<file path="src/rtl/tcp_tx_rt_timer.sv">
// Per-flow TCP retransmission timer: tracks armed flows against a free-running
// cycle counter and issues one timeout or fast-retransmit request at a time.
module tcp_tx_rt_timer #(
  parameter int unsigned NUM_FLOWS      = 8,
  parameter int unsigned FLOWID_W       = $clog2(NUM_FLOWS),
  parameter int unsigned TIMESTAMP_W    = 64,
  parameter int unsigned TIMEOUT_CYCLES = 250000000,
  parameter int unsigned DUP_ACK_CNT_W  = 4,
  parameter int unsigned DUP_ACK_RT     = 3
) (
  input  logic                     clk,
  input  logic                     rst_n,
  input  logic                     arm_val,
  input  logic [FLOWID_W-1:0]      arm_flowid,
  output logic                     arm_rdy,
  input  logic                     ack_val,
  input  logic [FLOWID_W-1:0]      ack_flowid,
  input  logic                     ack_all_acked,
  input  logic [DUP_ACK_CNT_W-1:0] ack_dup_cnt,
  output logic                     ack_rdy,
  output logic                     rt_req_val,
  output logic [FLOWID_W-1:0]      rt_req_flowid,
  output logic                     rt_req_fast,
  input  logic                     rt_req_rdy
);

  localparam logic [0:0] SCAN = 1'b0;
  localparam logic [0:0] REQ  = 1'b1;

  localparam logic [TIMESTAMP_W-1:0]   TIMEOUT   = TIMESTAMP_W'(TIMEOUT_CYCLES);
  localparam logic [DUP_ACK_CNT_W-1:0] DUP_RT    = DUP_ACK_CNT_W'(DUP_ACK_RT);
  localparam logic [FLOWID_W-1:0]      LAST_FLOW = FLOWID_W'(NUM_FLOWS - 1);

  logic [TIMESTAMP_W-1:0] now_q, now_d;
  logic [TIMESTAMP_W-1:0] ts_q [NUM_FLOWS];
  logic [TIMESTAMP_W-1:0] ts_d [NUM_FLOWS];
  logic [NUM_FLOWS-1:0]   armed_q, armed_d;
  logic [NUM_FLOWS-1:0]   fast_q, fast_d;
  logic [FLOWID_W-1:0]    scan_ptr_q, scan_ptr_d;
  logic [0:0]             state_q, state_d;
  logic [FLOWID_W-1:0]    req_flowid_q, req_flowid_d;
  logic                   req_fast_q, req_fast_d;

  logic                   hs;
  logic                   fast_found;
  logic [FLOWID_W-1:0]    fast_idx;
  logic [TIMESTAMP_W-1:0] ptr_age;
  logic                   ptr_expired;

  function automatic logic [FLOWID_W-1:0] next_flow(input logic [FLOWID_W-1:0] f);
    return (f == LAST_FLOW) ? '0 : f + 1'b1;
  endfunction

  assign arm_rdy       = 1'b1;
  assign ack_rdy       = 1'b1;
  assign rt_req_val    = (state_q == REQ);
  assign rt_req_flowid = req_flowid_q;
  assign rt_req_fast   = req_fast_q;

  assign hs          = (state_q == REQ) && rt_req_rdy;
  assign ptr_age     = now_q - ts_q[scan_ptr_q];
  assign ptr_expired = armed_q[scan_ptr_q] && (ptr_age >= TIMEOUT);
  assign now_d       = now_q + 1'b1;

  // Lowest-indexed flow with a pending fast retransmit wins.
  always_comb begin
    fast_found = 1'b0;
    fast_idx   = '0;
    for (int unsigned i = 0; i < NUM_FLOWS; i++) begin
      if (fast_q[i] && !fast_found) begin
        fast_found = 1'b1;
        fast_idx   = FLOWID_W'(i);
      end
    end
  end

  always_comb begin
    state_d      = state_q;
    scan_ptr_d   = scan_ptr_q;
    req_flowid_d = req_flowid_q;
    req_fast_d   = req_fast_q;
    case (state_q)
      SCAN: begin
        if (fast_found) begin
          req_flowid_d = fast_idx;
          req_fast_d   = 1'b1;
          state_d      = REQ;
        end else if (ptr_expired) begin
          req_flowid_d = scan_ptr_q;
          req_fast_d   = 1'b0;
          state_d      = REQ;
        end else begin
          scan_ptr_d = next_flow(scan_ptr_q);
        end
      end
      REQ: begin
        if (rt_req_rdy) begin
          state_d = SCAN;
          if (!req_fast_q) scan_ptr_d = next_flow(req_flowid_q);
        end
      end
      default: state_d = SCAN;
    endcase
  end

  // Per-flow updates are layered so later sources override earlier ones:
  // handshake restart, then ACK, then arm (which sees the post-ACK armed bit).
  always_comb begin
    armed_d = armed_q;
    fast_d  = fast_q;
    for (int unsigned i = 0; i < NUM_FLOWS; i++) begin
      ts_d[i] = ts_q[i];
      if (hs && (req_flowid_q == FLOWID_W'(i))) begin
        if (req_fast_q) fast_d[i] = 1'b0;
        if (armed_q[i]) ts_d[i] = now_q;
      end
      if (ack_val && (ack_flowid == FLOWID_W'(i))) begin
        if (ack_all_acked) begin
          armed_d[i] = 1'b0;
          fast_d[i]  = 1'b0;
        end else begin
          if (armed_q[i]) ts_d[i] = now_q;
          if (ack_dup_cnt == DUP_RT) fast_d[i] = 1'b1;
        end
      end
      if (arm_val && (arm_flowid == FLOWID_W'(i)) && !armed_d[i]) begin
        armed_d[i] = 1'b1;
        ts_d[i]    = now_q;
      end
    end
  end

  always_ff @(posedge clk or negedge rst_n) begin
    if (!rst_n) begin
      now_q        <= '0;
      armed_q      <= '0;
      fast_q       <= '0;
      scan_ptr_q   <= '0;
      state_q      <= SCAN;
      req_flowid_q <= '0;
      req_fast_q   <= 1'b0;
      for (int unsigned i = 0; i < NUM_FLOWS; i++) ts_q[i] <= '0;
    end else begin
      now_q        <= now_d;
      armed_q      <= armed_d;
      fast_q       <= fast_d;
      scan_ptr_q   <= scan_ptr_d;
      state_q      <= state_d;
      req_flowid_q <= req_flowid_d;
      req_fast_q   <= req_fast_d;
      for (int unsigned i = 0; i < NUM_FLOWS; i++) ts_q[i] <= ts_d[i];
    end
  end

endmodule

</file>
<file path="config.mk">
export PLATFORM = sky130hd
export DESIGN_NAME = tcp_tx_rt_timer
export DESIGN_NICKNAME = d
export VERILOG_FILES = /design/src/rtl/tcp_tx_rt_timer.sv
export SDC_FILE = /design/constraint.sdc
export NUM_CORES = 1
export LEC_CHECK = 0
export ABC_AREA = 1
export CAP_MARGIN = 20
export CORE_MARGIN = 1
export CORE_UTILIZATION = 25
export DETAILED_ROUTE_END_ITERATION = 8
export PLACE_DENSITY_LB_ADDON = 0.2
export SYNTH_ARGS = -nofsm -noshare
export SYNTH_HDL_FRONTEND = slang
export SYNTH_SLANG_ARGS = --single-unit
</file>
<file path="constraint.sdc">
create_clock -name clk -period 4.1 [get_ports clk]
set_input_delay 0.41 -clock clk [delete_from_list [all_inputs] [get_ports clk]]
set_output_delay 0.41 -clock clk [all_outputs]
set_load 0.01 [all_outputs]
</file>
# After elaboration in Yosys (flattened, before gate mapping)
# Cells that the tools add are included.
[totals] mem_bits_rw=0 out_inout_bits=7 wordCells=260 rom_bits=0 register_bits=600 latch_bits=0 n_memories=0
[op_classes] n_addsub=4 shift=0 mul=0 n_reduce_logical=62 n_lt_le_gt_ge=3 muxes=147 n_bitwise=2 n_div=0 eq_ne=27
[op_table] cell="64-bit two-way mux" count=50
[op_table] cell="64-bit binary-select mux with 3-bit select" count=1
[op_table] cell="1-bit two-way mux" count=79
[op_table] cell="64-bit by 1-bit adder with 64-bit output, second input constant" count=1
[op_table] cell="64-bit by 28-bit >= comparator with 1-bit output, second input constant" count=1
[op_table] cell="64-bit subtractor" count=1
[op_table] cell="1-bit logical AND" count=41
[op_table] cell="3-bit equality test, second input constant" count=13
[op_table] cell="3-bit two-way mux" count=13
[op_table] cell="3-bit by 2-bit equality test with 1-bit output, second input constant" count=6
[op_table] cell="1-bit logical NOT" count=15
[op_table] cell="3-bit by 1-bit equality test with 1-bit output, second input constant" count=3
[op_table] cell="3-bit logical NOT" count=3
[op_table] cell="2-bit inequality test, second input constant" count=4
[op_table] cell="3-bit by 1-bit adder with 3-bit output, second input constant" count=2
[op_table] cell="3-bit case mux with 2 select lines" count=1
[op_table] cell="4-bit by 2-bit equality test with 1-bit output, second input constant" count=1
[op_table] cell="4-bit >= comparator, second input constant" count=1
[op_table] cell="3-bit by 4-bit < comparator with 1-bit output, second input constant" count=1
[op_table] cell="3-bit NOT with 4-bit output" count=1
[op_table] cell="4-bit AND reduction" count=1
[op_table] cell="1-bit binary-select mux with 3-bit select" count=1
[op_table] cell="2-bit two-way mux" count=1
[op_table] cell="1-bit case mux with 2 select lines" count=1
[op_table] cell="other kinds (3)" count=3

# Longest topological paths before layout
# Gate-level depths: netlist (run 1).
[depth] depth_word=24 mapped_depth=34 ltp_nobuf=31

# Least setup slack after synthesis (run 1)
# OpenSTA, ideal clock, no wires.
[synth_timing] kind="reg2reg" from="register scan_ptr_q[0]" to="register scan_ptr_q[1]" setup_time_ps=117 path_slack_ps=283 path_stages_with_launch=31 arrival_ps=3699 cell_sequence="dfrtp_1 -> buf_2 -> clkbuf_1 -> clkbuf_1 -> clkbuf_1 -> a21oi_1 -> o21ai_0 -> a31oi_1 -> ha_1 -> fa_1 -> nand3b_1 -> nand2_1 -> nand2_1 -> nand2_1 -> nand2_1 -> nand2_1 -> nand2_1 -> nand2_1 -> nand2_1 -> nand2_1 -> nand2_1 -> nor2_1 -> nand2_1 -> nor2_1 -> nand2_1 -> nor2_1 -> nand3_1 -> nand3_2 -> nand3_1 -> nand2_1 -> nand2_1"
[synth_between] elab_chain_len=9
[synth_rtl] element="start, declared" line="39" text="logic [FLOWID_W-1:0] scan_ptr_q, scan_ptr_d;"
[synth_rtl] element="start signal, assigned" line="147" text="scan_ptr_q <= scan_ptr_d;"
[synth_rtl] element="3-bit NOT with 4-bit output (not written as such)" line="61" text="assign ptr_age = now_q - ts_q[scan_ptr_q];"
[synth_rtl] element="64-bit binary-select mux with 3-bit select" line="61"
[synth_rtl] element="64-bit two-way mux (not written as such) (2 in a row)" line="61"
[synth_rtl] element="64-bit subtractor" line="61"
[synth_rtl] element="64-bit by 28-bit >= comparator with 1-bit output" line="62" text="assign ptr_expired = armed_q[scan_ptr_q] && (ptr_age >= TIMEOUT);"
[synth_rtl] element="1-bit logical AND" line="62"
[synth_rtl] element="2-bit inequality test (no source line)"
[synth_rtl] element="4-bit AND reduction (no source line)"
# Parallel ways exist; a longest one is shown, timed or not. The select of a mux whose other input is x is not followed.
# A chain may end at the register's enable or synchronous reset.

# Final worst setup path (run 1)
[layout_timing] from="register scan_ptr_q[0]" to="register req_flowid_q[1] (netlist: rt_req_flowid[1])"
[layout_between] elab_chain_len=9
[layout_rtl] element="3-bit NOT with 4-bit output (not written as such)" line="61"
[layout_rtl] element="64-bit binary-select mux with 3-bit select" line="61"
[layout_rtl] element="64-bit two-way mux (not written as such) (2 in a row)" line="61"
[layout_rtl] element="64-bit subtractor" line="61"
[layout_rtl] element="64-bit by 28-bit >= comparator with 1-bit output" line="62"
[layout_rtl] element="1-bit logical AND *" line="62"
[layout_rtl] element="2-bit nonzero test (no source line) *"
[layout_rtl] element="2-bit AND reduction (no source line) *"
[layout_rtl] element="end signal, assigned" line="149" text="req_flowid_q <= req_flowid_d;"
[layout_rtl] element="end, declared" line="41" text="logic [FLOWID_W-1:0] req_flowid_q, req_flowid_d;"
# Mark *: on every way between the ends. The rest lies on a longest branch, timed or not. The select of a mux whose other input is x is not followed.

==> summary.txt, run 1 <==
Yosys
  – Post-synth top area share: 44.79%
  – Ranking of synthesized cells by area: dfrtp_1 (45%), nand2_1 (11%), o21ai_0 (8.5%)
  – Cell taking the most area after synthesis: dfrtp_1
  – Syn Inst Count: 4525
  – Yosys warnings: 0
  – Synth cell types: 49
  – Async SR Flop Fraction: 100.0%
  – Sequential area share after synthesis: 44.79%
  – Number of flops mapped to enable cells by yosys: 0
  – Post-Syn Area per Cell: 7.408 um2
  – Mapped Area: 33520 um2
  – Number of synthesized register bits: 600
  – Top_reg_cell synth: dfrtp_1
  – Synth cell count leaders: nand2_1 (991), inv_1 (608), dfrtp_1 (600), o21ai_0 (568), nor2_1 (458)
  – Count leader, synth: nand2_1

Die
  – Die ar.: 135600 um2
  – Chip width: 368.2 um
  – Die Ht: 368.2 um
  – # IOs: 23
  – Core Area: 132300 um2
  – Initial Utilization: 25.34%
  – Row cnt: 133

Global route
  – Vias in the first global route: 29892
  – GRT overflow: 0
  – Largest net degree at the start of global routing: 98
  – Initial antenna violation count: 0
  – All-Layer GR Usage: 17.48%
  – First-pass GRT wire length: 183.5 mm

Outcome
  – Status: finished clean

Cells and area
  – Ratio of cells with drive above 1 in the final layout: 25.39%
  – Area Growth Syn to Fin: 35.02%
  – Post-layout nets: 4976
  – Post-route cell area: 45260 um2
  – # diodes: 0

Route
  – Drt first-iter violations: 2126
  – Final wirelength: 121.5 mm
  – Routed wl met3: 4.352 mm
  – Wl on met1: 58.58 mm
  – DR pass1 iterations: 5
  – Routed via count: 30621
  – Post-route DRC: 0
  – Vias/cell: 4.572
  – Met2 WL post-DR: 56.32 mm
  – Drt wl/cell: 18.14 um
  – Routed Antenna Nets: 0
  – Highest metal used: met4

Power and ir drop
  – Max IR drop VDD: 0.0003300 V
  – LEAKAGE: 20.52 nW
  – PD cells: 747.8 nW/um2

Timing
  – Peak Freq: 248.9 MHz
  – Max Transition Viols Final: 0
  – Worst-Margin Slew: 0.9884 ns
  – Period minus WS final: 4.017 ns
  – Final Cycle Share: 97.98%
  – Setup ws final: 0.08284 ns
  – Final Hold Viols: 0
  – Final hold slack: 0.4005 ns
  – RSZ-0062 raised after global routing: yes
  – Setup TNS: 0 ns
  – Final setup violation count: 0
  – Max_slew headroom: 34.11%
  – Max Clock Skew: 0.02777 ns

Place
  – Placer Congestion: 0.9292
  – Input/output buffers: 20
  – Placed cell areas: 39010 um2
  – Pre-CTS setup slack: -0.7284 ns
  – DPL Wire Length: 86.88 mm

Setup path
  – Most frequent CP cell: nand2_1
  – Max incr delay on CP: 0.50 ns
  – Max stage delay cell, worst path: dfrtp_4
  – Worst EP arrival: 4.54 ns
  – CP Launch Type: flip-flop
  – Kind of critical path: flip-flop to flip-flop
  – Worst EP required: 4.63 ns
  – CP Max Fanout: 8
  – CP Capture Type: flip-flop

Clock network
  – Clock Path Buffers: 3
  – Total CTS buffers: 72
  – Max H-tree Level: 3
  – Clock-pin slew on the worst setup and hold paths: 0.06 ns
  – Clock sink total: 600
  – Worst-skew pair later-pin latency: 0.66 ns
  – Root Buffer: clkbuf_16
  – CTS tree: done

Run
  – Max-capacitance violation count: 0

Hold path
  – Hold WC Path Type: primary input to asynchronous set/reset pin
[sequential cells by signal (all words and copies together) (netlist names)]
signal,flops
ts_q,512
now_q,64
armed_q,8
fast_q,8
rt_req_flowid,3
scan_ptr_q,3
rt_req_fast,1
rt_req_val,1
[final timing paths]
| check | cells past startpoint | to | start | slack (ns) |
|---|---|---|---|---|
| setup / recovery | 31 | rt_req_flowid[1] | scan_ptr_q[0] | 0.08 |
| hold / removal | 2 | ts_q[262] | rst_n | 0.40 |
| setup reg to reg | 31 | rt_req_flowid[1] | scan_ptr_q[0] | 0.08 |
| hold reg to reg | 1 | ts_q[67] | ts_q[67] | 0.50 |
| max in group asynchronous | 3 | ts_q[504] | rst_n | 2.55 |
| min in group clk | 2 | rt_req_val | rt_req_rdy | 0.45 |
[cell type report]
class	instances	area, um2
clock buffers	114	2202
clock inverters	16	190.2
fillers	13903	87040
inverters	633	2400
multi-input cells	3064	18070
flip-flops and latches	600	15030
well taps	1755	2196
repair buffers	515	5169
repair inverters	1	6.256
[cells by family after synthesis]
family          Yosys count  share of synthesized area (%)
xor+xnor                 81                          2.116
flops                   600                          44.79
compound gates         1089                          16.77
mux                      71                          2.385
fa+ha+maj                73                          2.747
other cells               1                        0.01119
buf+inv                 862                          9.712
simple gates           1748                          21.46
[repair_timing]
| item | 4_1_cts | 5_1_grt |
|---|---|---|
| endpoints found under the hold margin | 82 | 0 |
| gates resized for setup | 291 | 607 |
| pin swaps | 77 | 226 |
| endpoints found under the setup margin | 8 | 8 |
| buffers inserted | 19 | 34 |
| gates cloned | 6 | 11 |
| hold buffers | 1 | 0 |
[cells in the final DEF (no fill, tap or decap), drive strengths merged, types with 2 or more instances in the layout]
master,Yosys,routed
bufinv,0,2
o211ai,36,36
clkinv,15,23
nand3,166,166
a21oi,455,455
a32o,7,7
ha,72,72
clkdlybuf4s50,0,19
a22oi,8,8
and3,4,4
o21bai,5,5
nor3,41,41
dfrtp,600,600
bufbuf,0,3
nand3b,15,15
inv,618,625
xnor2,17,17
mux2,71,71
nor2,466,466
nand4,29,29
nand2,994,994
xor2,64,64
clkbuf,176,125
nor4,25,25
conb,1,2
and2,3,3
o21ai,572,572
buf,53,481
[stage by stage]
step / total power (W) / utilization [%] / instances
finish: 0.03384 / 34.21 / 6698
global route: 0.03610 / 34.21 / 6698
CTS: 0.03095 / 32.35 / 6656
detailed placement: 0.02247 / 29.49 / 6501
global placement: 0.02242 / 29.49 / 6501
floorplan: 0.01600 / - / 4526
[metal layers]
layer | GRT usage [%] | vias to the layer above
li1 | - | 15323
met1 | 24.86 | 14751
met2 | 28.20 | 435
met3 | 1.978 | 112
met4 | 4.006 | 0
met5 | 0 | -
[critical path, delay by kind of cell (launching register included)]
family / cells / cell delay, ns
AOI/OAI and AO/OA: 3 / 0.36
adders and majority gates: 1 / 0.27
buffers and inverters: 6 / 0.79
DFF: 1 / 0.50
and+or+nand+nor: 21 / 1.95
[power by group]
| group | switching [W] | internal [W] | total, W | leakage (nW) |
|---|---|---|---|---|
| combinational | 0.0106 | 0.00828 | 0.0189 | 11.6 |
| sequential | 0.000808 | 0.00764 | 0.00845 | 7.73 |
| clock | 0.00268 | 0.00383 | 0.00651 | 1.18 |
| total | 0.0141 | 0.0198 | 0.0338 | 20.5 |
(Power assumes the default switching activity.)
==> run 2, diff against run 1 <==
--- a/config.mk
+++ b/config.mk
@@ -11,6 +11,7 @@
 export CORE_UTILIZATION = 25
 export DETAILED_ROUTE_END_ITERATION = 8
 export PLACE_DENSITY_LB_ADDON = 0.2
+export SKIP_CTS_REPAIR_TIMING = 1
 export SYNTH_ARGS = -nofsm -noshare
 export SYNTH_HDL_FRONTEND = slang
 export SYNTH_SLANG_ARGS = --single-unit
==> run 2 against run 1 <==
The flow now finishes with violations (setup timing). Clock-buffer cell count did not move. Largest power group unchanged. Routed wire length down 2.4%. First-iteration DRC count increased by 2.5%. Via count is 1.0% lower. Cell area fell by 3.5%. Register-to-register slack lost 0.13 ns.
==> summary.txt, run 2 (same netlist as run 1, synthesis figures left out) <==
Outcome
  – Status: finished with violations
  – Failing checks: setup timing

Cells and area
  – Number of flip-flops in the largest register: 512 (unchanged)
  – Ratio of cells with drive above 1 in the final layout: 21.16% (-4.2 points)
  – Fin util: 33.01% (-1.2 points)
  – Commonest non-fill, non-tap cell in the layout: nand2_1
  – Commonest cells after routing, fill and taps aside: nand2_1 (865), dfrtp_1 (597), inv_1 (594)
  – Area Growth Syn to Fin: 30.29%
  – Largest register by flop count: ts_q
  – Post-layout nets: 4943 (-0.66%)
  – Post-route cell area: 43680 um2 (-3.5%)
  – # diodes: 0 (unchanged)
  – Regs by FF count: ts_q x512, now_q x64

Route
  – Vias/cell: 4.548 (-0.52%)
  – Routed Antenna Nets: 0 (unchanged)
  – DR pass1 iterations: 5 (unchanged)
  – Final wirelength: 118.6 mm (-2.4%)
  – Routed via count: 30311 (-1.0%)
  – Drt first-iter violations: 2179 (+2.5%)
  – Drt wl/cell: 17.80 um (-1.9%)
  – Post-route DRC: 0 (unchanged)

Power and ir drop
  – Combinational power share: 53.2% (-2.6 points)
  – LEAKAGE: 19.95 nW (-2.8%)
  – PD cells: 731.6 nW/um2 (-2.2%)
  – NetSw: 0.01318 W (-6.5%)
  – Register share of total power: 26.5% (+1.5 points)
  – Int Pwr: 0.01877 W (-4.9%)
  – Max IR drop VDD: 0.0003161 V (-4.2%)
  – Sw Ratio: 41.25% (-0.39 points)
  – Clock share of power: 20.4% (+1.2 points)

Global route
  – Largest net degree at the start of global routing: 98 (unchanged)
  – Vias in the first global route: 29535 (-1.2%)
  – GRT overflow: 0 (unchanged)
  – Initial antenna violation count: 1 (+1)
  – All-Layer GR Usage: 17.18% (-0.29 points)
  – First-pass GRT wire length: 179.8 mm (-2.0%)

Die
  – Die Ht: 368.2 um (unchanged)
  – # IOs: 23 (unchanged)
  – Die ar.: 135600 um2 (unchanged)
  – Initial Utilization: 25.34% (unchanged)
  – Core Area: 132300 um2 (unchanged)
  – Chip width: 368.2 um (unchanged)
  – Row cnt: 133 (unchanged)

Setup path
  – FF-to-FF path depth: 31 (unchanged)
  – Critical path's top delay family: simple AND/OR/NAND/NOR gates
  – Kind of critical path: flip-flop to flip-flop
  – Worst EP required: 4.62 ns (about the same)
  – Max incr delay on CP: 0.55 ns (+0.05 ns)
  – WP buf/inv: 8 (+2)
  – Worst EP arrival: 4.67 ns (+0.13 ns)
  – CP Max Fanout: 7 (-1)
  – Max stage delay cell, worst path: dfrtp_4
  – CP Launch Type: flip-flop
  – Levels on crit path: 31 (unchanged)
  – CP Capture Type: flip-flop

Place
  – DPL Wire Length: 86.88 mm (unchanged)
  – Input/output buffers: 20 (unchanged)
  – Placed cell areas: 39010 um2 (unchanged)
  – Pre-CTS setup slack: -0.7284 ns (unchanged)
  – Placer Congestion: 0.9292 (unchanged)

Run
  – Max-capacitance violation count: 0 (unchanged)

Timing
  – Max Clock Skew: 0.02646 ns (-0.001305 ns)
  – Period minus WS final: 4.145 ns (+0.1278 ns)
  – Worst-Margin Slew: 0.9511 ns (-0.03725 ns)
  – Final setup violation count: 4 (+4)
  – Final Hold Viols: 0 (unchanged)
  – Max Transition Viols Final: 0 (unchanged)
  – Peak Freq: 241.3 MHz (-3.1%)
  – Max_slew headroom: 36.10% (+2.0 points)
  – Setup TNS: -0.1097 ns (-0.1097 ns)
  – RSZ-0062 raised after global routing: yes
  – Setup ws final: -0.04491 ns (-0.1278 ns)
  – Final Cycle Share: 101.1% (+3.1 points)

Hold path
  – Hold WC Path Type: primary input to asynchronous set/reset pin

Clock network
  – CTS tree: done
  – Clock-pin slew on the worst setup and hold paths: 0.06 ns (about the same)
  – Clock Path Buffers: 3 (unchanged)
  – Max H-tree Level: 3 (unchanged)
  – Root Buffer: clkbuf_16
  – Clock sink total: 600 (unchanged)
  – Total CTS buffers: 72 (unchanged)
  – Worst-skew pair later-pin latency: 0.66 ns (about the same)
run 2: changes by cell type in the layout (fill, tap and decap cells not counted), sizes merged:
cell | previous run | this run
buf | 481 | 457
bufbuf | 3 | 0
clkbuf | 125 | 119
clkinv | 23 | 24
inv | 625 | 624
run 2: metrics by stage:
step           hold WS (ns)  std cells  power [W]
2_1_floorplan        0.1144       4526    0.01600
5_1_grt              0.4447       6665    0.03422
3_5_place_dp         0.4896       6501    0.02247
3_3_place_gp         0.4834       6501    0.02242
4_1_cts             -0.1336       6631    0.02915
6_report             0.4227       6665    0.03195
run 2: power groups by stage:
stage	clock network [W]	registers (W)	logic, W
2_1_floorplan	0	0.00829	0.00771
3_3_place_gp	0	0.00856	0.0139
3_5_place_dp	0	0.00857	0.0139
4_1_cts	0.00671	0.00848	0.0140
5_1_grt	0.00695	0.00866	0.0186
6_report	0.00651	0.00846	0.0170
run 2: layer usage:
metal	track usage, %	up-vias	wire length, um
li1	-	15211	-
met1	24.05	14517	57200
met2	27.41	465	53830
met3	2.726	118	5350
met4	4.357	0	2234
met5	0	-	0
run 2: worst paths after layout:
check                                   start                to  slack, ns
min in group clk                arm_flowid[2]        armed_q[6]       0.45
worst max-delay path            scan_ptr_q[0]  rt_req_flowid[1]      -0.04
worst max register to register  scan_ptr_q[0]  rt_req_flowid[1]      -0.04
worst min-delay path                    rst_n         ts_q[262]       0.42
worst min register to register      ts_q[305]         ts_q[305]       0.50
max in group asynchronous               rst_n         ts_q[251]       2.55
run 2: area by class of cell:
cell class	instances	area, um2
multi-input combinational	3064	17110
timing repair inverter	1	11.26
timing repair buffer	482	4537
sequential	600	15030
tap	1755	2196
clock buffer	114	2202
clock inverter	16	190.2
inverter	633	2402
fill	14051	88620
==> run 3, diff against run 2 <==
--- a/config.mk
+++ b/config.mk
@@ -8,8 +8,9 @@
 export ABC_AREA = 1
 export CAP_MARGIN = 20
 export CORE_MARGIN = 1
-export CORE_UTILIZATION = 25
+export CORE_UTILIZATION = 54
 export DETAILED_ROUTE_END_ITERATION = 8
+export DONT_BUFFER_PORTS = 1
 export PLACE_DENSITY_LB_ADDON = 0.2
 export SKIP_CTS_REPAIR_TIMING = 1
 export SYNTH_ARGS = -nofsm -noshare
==> run 3 against run 2 <==
The flow finishes with violations (hold timing, slew limit). Clock power fell by 4.5%. Utilization rose by 35 points. Critical path depth did not move. Power fell by 2.9%. Register-to-register slack improved by 0.05 ns. Sequential power rose by 0.5%. Cell area fell by 5.4%. Critical path type unchanged.
==> summary.txt, run 3 (same netlist as run 1, synthesis figures left out) <==
Die
  – Chip width: 251.2 um (-32%)
  – # IOs: 23 (unchanged)
  – Die ar.: 63080 um2 (-53%)
  – Row cnt: 90 (-32%)
  – Initial Utilization: 55.13% (+30 points)
  – Die Ht: 251.2 um (-32%)
  – Core Area: 60810 um2 (-54%)

Cells and area
  – Largest register by flop count: ts_q
  – Commonest non-fill, non-tap cell in the layout: nand2_1
  – Number of flip-flops in the largest register: 512 (unchanged)
  – Regs by FF count: ts_q x512, now_q x64
  – Commonest cells after routing, fill and taps aside: nand2_1 (839), dfrtp_1 (597), inv_1 (587)
  – Area Growth Syn to Fin: 23.22%
  – # diodes: 0 (unchanged)
  – Post-layout nets: 4826 (-2.4%)
  – Ratio of cells with drive above 1 in the final layout: 20.40% (-0.76 points)
  – Post-route cell area: 41300 um2 (-5.4%)

Global route
  – Initial antenna violation count: 0 (-1)
  – All-Layer GR Usage: 31.40% (+14 points)
  – Vias in the first global route: 29046 (-1.7%)
  – First-pass GRT wire length: 155.8 mm (-13%)
  – Largest net degree at the start of global routing: 601 (+510%)
  – GRT overflow: 0 (unchanged)

Timing
  – Setup ws final: 0.004624 ns (+0.04954 ns)
  – Period minus WS final: 4.095 ns (-0.04954 ns)
  – Final setup violation count: 0 (-4)
  – Final Hold Viols: 324 (+324)
  – Max Clock Skew: 0.01922 ns (-0.007245 ns)
  – RSZ-0062 raised after global routing: yes
  – Final Cycle Share: 99.89% (-1.2 points)
  – Worst-Margin Slew: 2.907 ns (+1.956 ns)
  – Max_slew headroom: -93.80% (-130 points)
  – Final hold slack: -0.4957 ns (-0.9184 ns)
  – Peak Freq: 244.2 MHz (+1.2%)
  – Max Transition Viols Final: 362 (+362)

Outcome
  – Failing checks: hold timing, slew limit
  – Status: finished with violations

Power and ir drop
  – NetSw: 0.01276 W (-3.2%)
  – LEAKAGE: 19.36 nW (-2.9%)
  – Int Pwr: 0.01828 W (-2.6%)
  – Sw Ratio: 41.12% (-0.13 points)
  – PD cells: 751.5 nW/um2 (+2.7%)
  – Max IR drop VDD: 0.0005383 V (+70%)
  – Register share of total power: 27.4% (+0.9 points)
  – Clock share of power: 20.1% (-0.3 points)
  – Combinational power share: 52.6% (-0.6 points)

Setup path
  – FF-to-FF Start: scan_ptr_q[0]
  – Most frequent CP cell: nand2_1
  – Worst EP arrival: 4.60 ns (-0.07 ns)
  – Worst EP required: 4.61 ns (about the same)
  – Max stage delay cell, worst path: dfrtp_4
  – Kind of critical path: flip-flop to flip-flop
  – Max incr delay on CP: 0.55 ns (about the same)
  – Crit. Startpoint: scan_ptr_q[0]
  – CP Launch Type: flip-flop
  – CP Capture Type: flip-flop
  – CP Max Fanout: 7 (unchanged)

Route
  – Drt wl/cell: 18.43 um (+3.6%)
  – DR pass1 iterations: 6 (+1)
  – Drt first-iter violations: 2859 (+31%)
  – Routed via count: 31098 (+2.6%)
  – Post-route DRC: 0 (unchanged)
  – Final wirelength: 102.6 mm (-13%)
  – Routed Antenna Nets: 0 (unchanged)
  – Vias/cell: 5.587 (+23%)

Place
  – DPL Wire Length: 68.39 mm (-21%)
  – Placer Congestion: 1.004 (+8.0%)
  – Placed cell areas: 36470 um2 (-6.5%)
  – Pre-CTS setup slack: -0.4927 ns (+0.2357 ns)
  – Input/output buffers: 0 (-100%)

Clock network
  – Clock sink total: 600 (unchanged)
  – Max H-tree Level: 3 (unchanged)
  – CTS tree: done
  – Clock Path Buffers: 3 (unchanged)
  – Clock-pin slew on the worst setup and hold paths: 0.06 ns (about the same)
  – Total CTS buffers: 66 (-8.3%)
  – Root Buffer: clkbuf_16
  – Worst-skew pair later-pin latency: 0.63 ns (-0.03 ns)

Run
  – Max-capacitance violation count: 0 (unchanged)

Hold path
  – Hold WC Path Type: primary input to asynchronous set/reset pin
[run 3: critical path: cells and delay by family (launching register included)]
family / cells / cell delay, ns
buffers and inverters: 9 / 1.06
AND/OR/NAND/NOR: 17 / 1.46
adder cells (fa/ha/maj): 1 / 0.26
AO/OA/AOI/OAI: 4 / 0.61
flip-flops: 1 / 0.55
[run 3: metrics by stage]
step / util (%) / power [W] / setup TNS [ns] / instances
after floorplan: - / 0.01600 / 0 / 4526
after global placement: 59.97 / 0.02102 / -3.455 / 5395
after detailed placement: 59.97 / 0.02124 / -3.676 / 5395
after CTS: 63.71 / 0.02756 / -3.819 / 5510
after global routing: 67.92 / 0.03290 / -0.9083 / 5566
final: 67.92 / 0.03104 / 0 / 5566
[run 3: layout make-up]
class,instances,area (um2)
Sequential cell,600,15030
Tap cell,782,978.4
Inverter,633,2389
Multi-Input combinational cell,3064,17130
Clock inverter,22,379.1
Fill cell,4991,19510
Timing Repair Buffer,372,3508
Clock buffer,93,1894
[run 3: routing by layer]
layer | wire, um | global-route usage [%]
met5 | 0 | 0
met3 | 7089 | 3.883
met4 | 2667 | 9.669
met2 | 47440 | 50.00
met1 | 45400 | 44.89
[run 3: path summary, 6_finish.rpt]
check                                      to  slack, ns  cells after the start
worst max-delay path            scan_ptr_q[2]      0.005                     31
worst min-delay path                ts_q[130]      -0.50                      0
worst max register to register  scan_ptr_q[2]      0.005                     31
worst min register to register      ts_q[509]       0.50                      1
max in group asynchronous       scan_ptr_q[0]       1.94                      0
min in group clk                   armed_q[3]      -0.01                      2
[run 3: power by group through the flow]
stage / Sequential, W / Combinational, W / Clock (W)
2_1_floorplan: 0.00829 / 0.00771 / 0
3_3_place_gp: 0.00849 / 0.0125 / 0
3_5_place_dp: 0.00854 / 0.0127 / 0
4_1_cts: 0.00845 / 0.0128 / 0.00629
5_1_grt: 0.00867 / 0.0177 / 0.00652
6_report: 0.00850 / 0.0163 / 0.00622
